[config.mk]
export PLATFORM = sky130hd
export DESIGN_NAME = gerencia_matriz
export DESIGN_NICKNAME = d
export VERILOG_FILES = /design/src/rtl/gerencia_pkg.sv /design/src/rtl/gerencia_matriz_envio_pacote.sv /design/src/rtl/gerencia_matriz.sv
export SDC_FILE = /design/constraint.sdc
export NUM_CORES = 1
export LEC_CHECK = 0
export CORE_MARGIN = 2
export CORE_UTILIZATION = 54
export CTS_BUF_LIST = sky130_fd_sc_hd__clkbuf_4 sky130_fd_sc_hd__clkbuf_8
export DETAILED_ROUTE_END_ITERATION = 16
export PLACE_DENSITY = 0.91
export SETUP_SLACK_MARGIN = 0.15
export SLEW_MARGIN = 15
export SYNTH_ARGS = -nofsm -noshare
export SYNTH_HDL_FRONTEND = slang
export SYNTH_SLANG_ARGS = --single-unit
[constraint.sdc]
create_clock -name clk -period 2.9 [get_ports clk]
set_input_delay 0.29 -clock clk [delete_from_list [all_inputs] [get_ports clk]]
set_output_delay 0.29 -clock clk [all_outputs]
set_load 0.05 [all_outputs]
[src/rtl/gerencia_pkg.sv]
// Shared definitions for the HPS <-> coprocessor matrix manager: FSM state
// encoding and bit positions inside the 32-bit entrada/saida words.
package gerencia_pkg;

  typedef enum logic [2:0] {
    IDLE    = 3'd0,
    LOAD    = 3'd1,
    START   = 3'd2,
    COLLECT = 3'd3,
    SEND    = 3'd4
  } estado_t;

  // entrada word layout
  localparam int FLAG_HPS  = 0;
  localparam int OP_LSB    = 1;
  localparam int OP_W      = 3;
  localparam int DADOS_LSB = 4;
  localparam int ABORT     = 31;

  // saida word layout
  localparam int ACK   = 0;
  localparam int VALID = 30;
  localparam int LAST  = 31;

endpackage

[src/rtl/gerencia_matriz_envio_pacote.sv]
// Packs the collected C matrix into PACK elements per word and hands the words
// to the HPS with a four-phase valid/read handshake.
module envio_pacote #(
  parameter int PACK  = 3,
  parameter int OUT_W = 9,
  parameter int NE    = 25
) (
  input  logic                  clk,
  input  logic                  reset_n,
  input  logic                  ativo,
  input  logic                  limpar,
  input  logic [NE*OUT_W-1:0]   matriz_c,
  input  logic                  flag_lido,
  output logic [PACK*OUT_W-1:0] dados,
  output logic                  valido,
  output logic                  ultimo,
  output logic                  concluido
);

  localparam int NW = (NE + PACK - 1) / PACK;
  localparam int WW = (NW > 1) ? $clog2(NW) : 1;
  localparam int LW = PACK * OUT_W;

  logic [WW-1:0]        palavra;
  logic                 espera;
  logic [NW-1:0][LW-1:0] palavras;

  // Zero-extension fills the unused slots of the final word with 0.
  assign palavras  = (NW*LW)'(matriz_c);
  assign dados     = palavras[palavra];
  assign valido    = ativo && !espera;
  assign ultimo    = ativo && (palavra == WW'(NW - 1));
  assign concluido = ativo && espera && !flag_lido && (palavra == WW'(NW - 1));

  // Four-phase sequencing: valid drops on read, word advances only once read falls.
  always_ff @(posedge clk or negedge reset_n) begin
    if (!reset_n) begin
      palavra <= '0;
      espera  <= 1'b0;
    end else if (limpar || !ativo) begin
      palavra <= '0;
      espera  <= 1'b0;
    end else if (!espera) begin
      if (flag_lido) espera <= 1'b1;
    end else if (!flag_lido) begin
      espera <= 1'b0;
      if (palavra == WW'(NW - 1)) palavra <= '0;
      else                        palavra <= palavra + 1'b1;
    end
  end

endmodule

[src/rtl/gerencia_matriz.sv]
// Matrix manager: loads A/B element pairs from the HPS, starts the
// coprocessor, collects the C result and sends it back in packed words.
module gerencia_matriz
  import gerencia_pkg::*;
#(
  parameter int DIM   = 5,
  parameter int IN_W  = 8,
  parameter int OUT_W = 9,
  parameter int PACK  = 3
) (
  input  logic                   clk,
  input  logic                   reset_n,
  input  logic [31:0]            entrada,
  input  logic                   flag_lido,
  input  logic                   c_valido,
  input  logic [OUT_W-1:0]       entrada_matrizC,
  output logic [DIM*DIM*IN_W-1:0] matriz_a,
  output logic [DIM*DIM*IN_W-1:0] matriz_b,
  output logic [2:0]             opcode,
  output logic                   inicio,
  output logic [31:0]            saida
);

  localparam int NE = DIM * DIM;
  localparam int IW = $clog2(NE);
  localparam int CW = $clog2(NE + 1);

  estado_t              estado;
  logic [IW-1:0]        idx;
  logic [CW-1:0]        cidx;
  logic                 tomado;
  logic                 ack;
  logic [IN_W-1:0]      mem_a [NE];
  logic [IN_W-1:0]      mem_b [NE];
  logic [OUT_W-1:0]     mem_c [NE];
  logic [NE*OUT_W-1:0]  c_flat;

  logic                 flag_hps;
  logic                 abortar;
  logic [OP_W-1:0]      op_in;
  logic [IN_W-1:0]      a_in;
  logic [IN_W-1:0]      b_in;
  logic                 unused_bits;

  logic [PACK*OUT_W-1:0] dados;
  logic                  valido;
  logic                  ultimo;
  logic                  concluido;

  assign flag_hps    = entrada[FLAG_HPS];
  assign abortar     = entrada[ABORT];
  assign op_in       = entrada[OP_LSB +: OP_W];
  assign a_in        = entrada[DADOS_LSB +: IN_W];
  assign b_in        = entrada[DADOS_LSB + IN_W +: IN_W];
  assign unused_bits = ^entrada[ABORT-1:DADOS_LSB + 2*IN_W];

  for (genvar g = 0; g < NE; g++) begin : g_flat
    assign matriz_a[g*IN_W +: IN_W]   = mem_a[g];
    assign matriz_b[g*IN_W +: IN_W]   = mem_b[g];
    assign c_flat[g*OUT_W +: OUT_W]   = mem_c[g];
  end

  // Control FSM: load handshake, start pulse, result collection, abort.
  always_ff @(posedge clk or negedge reset_n) begin
    if (!reset_n) begin
      estado <= IDLE;
      idx    <= '0;
      cidx   <= '0;
      tomado <= 1'b0;
      ack    <= 1'b0;
      inicio <= 1'b0;
      opcode <= '0;
      for (int i = 0; i < NE; i++) begin
        mem_a[i] <= '0;
        mem_b[i] <= '0;
      end
    end else begin
      inicio <= 1'b0;
      if (estado != IDLE && abortar) begin
        estado <= IDLE;
        idx    <= '0;
        cidx   <= '0;
        tomado <= 1'b0;
        ack    <= 1'b0;
      end else begin
        case (estado)
          IDLE: begin
            idx    <= '0;
            cidx   <= '0;
            tomado <= 1'b0;
            ack    <= 1'b0;
            if (flag_hps) estado <= LOAD;
          end
          LOAD: begin
            if (flag_hps) begin
              if (!tomado) begin
                mem_a[idx] <= a_in;
                mem_b[idx] <= b_in;
                opcode     <= op_in;
                ack        <= 1'b1;
                tomado     <= 1'b1;
              end
            end else if (tomado) begin
              ack    <= 1'b0;
              tomado <= 1'b0;
              if (idx == IW'(NE - 1)) begin
                idx    <= '0;
                estado <= START;
                inicio <= 1'b1;
              end else begin
                idx <= idx + 1'b1;
              end
            end
          end
          START: estado <= COLLECT;
          COLLECT: begin
            if (c_valido && cidx < CW'(NE)) begin
              cidx <= cidx + 1'b1;
              if (cidx == CW'(NE - 1)) estado <= SEND;
            end
          end
          SEND: begin
            if (concluido) begin
              estado <= IDLE;
              cidx   <= '0;
            end
          end
          default: estado <= IDLE;
        endcase
      end
    end
  end

  // Result storage; contents are don't-care until fully collected.
  always_ff @(posedge clk) begin
    if (estado == COLLECT && !abortar && c_valido && cidx < CW'(NE))
      mem_c[cidx[IW-1:0]] <= entrada_matrizC;
  end

  envio_pacote #(
    .PACK  (PACK),
    .OUT_W (OUT_W),
    .NE    (NE)
  ) u_envio (
    .clk       (clk),
    .reset_n   (reset_n),
    .ativo     (estado == SEND),
    .limpar    (abortar),
    .matriz_c  (c_flat),
    .flag_lido (flag_lido),
    .dados     (dados),
    .valido    (valido),
    .ultimo    (ultimo),
    .concluido (concluido)
  );

  // Output word assembly: load ack outside SEND, packed C data inside SEND.
  always_comb begin
    saida      = '0;
    saida[ACK] = ack;
    if (estado == SEND) begin
      saida[PACK*OUT_W-1:0] = dados;
      saida[VALID]          = valido;
      saida[LAST]           = ultimo;
    end
  end

endmodule

==> impl_metrics.yaml <==
timing:
  setup_tns_ps: 0
  final.min_clock_period_ps: 2789
  hold_violations: 0
  clock.fmax_ghz: 0.3586
  clock_skew_ps: 60.22
  slew_viol_final: 0
  max_slew_margin_pct: 27.45
  rsz0062_at_grt: "true"
  setup_violations: 0
  timing.final.crit_share_pct: 96.16
  fin_ws_ps: 111.4
  tightest_slew_ps: 1085
logic_synthesis:
  synth-edff-count: 225
  post_synth_num_cell_types: 58
  synth_warnings: 0
  synth-compound-area-share_pct: 0.8816
  synth-simple-area-share_pct: 3.933
  yosysSeqAreaShare_pct: 66.50
  syn_avg_cell_area_um2: 18.00
  yosys_register_bits: 649
  synth_top_area_share_pct: 40.63
  synth.area.top_cells: "dfrtp_1 41%, edfxtp_1 26%, mux2_2 10%"
  ys_top_cells_by_count: "424 x dfrtp_1, 234 x mux2_2, 225 x edfxtp_1"
  syn_area_um2: 26120
  synth_xor_area_share_pct: 0.2012
  synthMuxAreaShare_pct: 25.63
  yosysMostFrequentCell: "dfrtp_1"
  synth_fa_ha_area_share_pct: 0.4791
  netlist_instances: 1451
  synth_top_family_by_area: "multiplexers"
  yosys.area.top_type: "dfrtp_1"
  synth_top_flop_cell: "dfrtp_1"
  async_flop_share_pct: 65.33
grt:
  grt_max_degree: 72
  grt_usage_pct: 32.75
  globalRouteOverflowTotal: 0
  antenna_found_initial: 1
  first_global_vias: 17680
  grt_pass1_wl_mm: 119.1
cts:
  cts_root_buf: "clkbuf_8"
  cts_sinks: 649
  clk_pin_slew_ps: 70
  htree_levels: 3
  cts_tree: "built"
  clockBufferDepth: 3
  clock_latency_ps: 720
  numCtsBuffers: 100
power_and_ir_drop:
  switchingPower_mw: 6.943
  leakage_nw: 15.08
  power.internal_mw: 16.01
  switching_share_pct: 30.25
  ir_drop_uv: 538.3
  p_clk_share_pct: 36.0
  combPwrFrac_pct: 19.7
  p_seq_share_pct: 44.2
  powerDensity_nw_per_um2: 665.4
worst_setup_path:
  startpoint_type: "register"
  critPathArrivalTime_ps: 2500
  cpMostUsedCell: "buf_12"
  end_kind: "output port"
  crit_type: "reg2out"
  slowest_delay_ps: 520
  crit_required_ps: 2610
  slowest_stage: "mux4_2"
  rrSetupSlack_ps: 240
  worstPathMaxFanout: 7
  cp_cell_sequence: "buf_12 -> buf_16 -> mux4_2 -> mux2i_1 -> nor2_2 -> buf_12"
floorplan:
  dieHeight_um: 223.9
  rows: 80
  coreArea_um2: 47750
  dieArea_um2: 50140
  io_pins: 481
  die_w_um: 223.9
  start_util_pct: 54.70
place:
  routabilityCongestion: 0.8486
  dp_slack_ps: 115.9
  dp_hpwl_mm: 50.31
  dp_cells: 2509
  port_buffers: 466
worst_hold_path:
  hold_class: "in2reg"
routing:
  num_vias: 16140
  drt_iter0_drc: 1295
  wl_per_cell_um: 30.12
  drt_pass1_iterations: 5
  drtAntennaViolNets: 0
  vias_per_cell: 5.946
  drc: 0
  totalWireLength_mm: 81.75
final_layout:
  num-fill-cells: 2605
  area_delta_synth_final_pct: 32.08
  layout.nets: 2068
  drive_above_1_share_pct: 39.55
  stdcell_count: 2714
outcome:
  status: "finished, final reports clean"
run:
  maxCapViolCount: 0
[registers in the layout, summed over array words and instances, names as in the netlist]
| name | count |
|---|---|
| ack | 1 |
| cidx | 5 |
| estado | 3 |
| idx | 5 |
| inicio | 1 |
| matriz_a | 200 |
| matriz_b | 200 |
| mem_c | 225 |
| opcode | 3 |
| tomado | 1 |
| u_envio.espera | 1 |
| u_envio.palavra | 4 |
[layout make-up]
class                      instances  area [µm²]  share of cell area, %
sequential                       649       17370                  50.37
multi-input combinational        696        8289                  24.03
timing repair buffer             557        5843                  16.94
clock buffer                     156        1941                  5.626
tap                              615       769.5                  2.231
clock inverter                    29       235.2                 0.6820
inverter                           9       33.78                0.09794
antenna                            3       7.507                0.02176
[cells in the final DEF (no fill, tap or decap), types with 3 or more instances in the layout]
cell and n:
nor3_1 4, dfrtp_1 422, buf_16 3, o21ai_0 8
nand3_4 17, a21oi_1 5, diode_2 3, conb_1 3
clkinv_2 13, clkdlybuf4s50_1 436, buf_6 4, nor2b_1 4
nor2_1 42, o21ai_2 4, nor3b_1 4, o21ai_4 3
buf_12 39, nand3b_1 4, nor2_2 18, clkbuf_8 123
nand3_2 7, edfxtp_1 225, buf_4 72, xor2_1 4
clkinv_1 6, mux2_2 234, nand3_1 7, mux2i_2 8
ha_1 10, clkbuf_4 33, mux4_2 54, inv_1 9
mux2_4 170, mux2i_1 21, nand2_1 22
[kinds of logic (layout without fill, tap and decap cells)]
kind of cell | count (synthesis) | after routing
AOI/OAI and AO/OA | 37 | 37
other | 1 | 6
adders and majority gates | 10 | 10
DFF | 649 | 649
and+or+nand+nor | 153 | 153
buffers and inverters | 108 | 751
muxes | 487 | 487
xor gates and xnor gates | 6 | 6
[worst paths after layout]
path                                           startpoint                        end  cells past startpoint
max in group asynchronous                         reset_n   matriz_a[38]$_DFFE_PN0P_                      3
min                                            entrada[3]      opcode[2]$_DFFE_PN0P_                      2
min in group asynchronous                         reset_n   matriz_b[36]$_DFFE_PN0P_                      2
max reg2reg                         estado[2]$_DFFE_PN0P_   matriz_a[68]$_DFFE_PN0P_                      7
max                        u_envio.palavra[0]$_DFFE_PN0P_                  saida[24]                      6
min reg2reg                     matriz_a[106]$_DFFE_PN0P_  matriz_a[106]$_DFFE_PN0P_                      1
[metal layers]
layer,routed length (µm),track usage [%],up-vias
met5,0,0,-
met4,5621,20.90,0
met1,28610,38.32,8363
met2,40220,53.26,996
li1,-,-,6457
met3,7304,9.562,322
[metrics by stage]
step	util (%)	hold WS [ps]	power [mW]	area, µm²
final	72.24	177.0	22.95	34490
after global routing	72.23	162.1	23.55	34490
after CTS	72.08	136.0	22.97	34410
after detailed placement	67.00	312.1	14.73	31990
after global placement	67.00	305.6	14.59	31990
after floorplan	-	-5.591	12.93	26170
[power by group through the flow]
| stage | Sequential (mW) | Combinational, mW | Clock [mW] |
|---|---|---|---|
| 5_1_grt | 10.2 | 4.67 | 8.69 |
| 2_1_floorplan | 11.6 | 1.37 | 0 |
| 3_3_place_gp | 10.3 | 4.32 | 0 |
| 6_report | 10.2 | 4.53 | 8.27 |
| 4_1_cts | 10.1 | 4.51 | 8.32 |
| 3_5_place_dp | 10.3 | 4.42 | 0 |
[critical path, delay by kind of cell (launching register included)]
| kind | cells | cell delay (ps) |
|---|---|---|
| DFF | 1 | 510 |
| and+or+nand+nor | 1 | 80 |
| buffers and inverters | 3 | 440 |
| muxes | 2 | 740 |
[repair_timing]
item,in CTS,in global routing
endpoints found under the hold margin,91,0
pin swaps,1,1
hold buffers,1,0
cloned,2,0
buffers inserted,9,5
resized for setup,31,11
endpoints found under the setup margin,28,30
No activity file was read; power rests on OpenSTA's default activity.
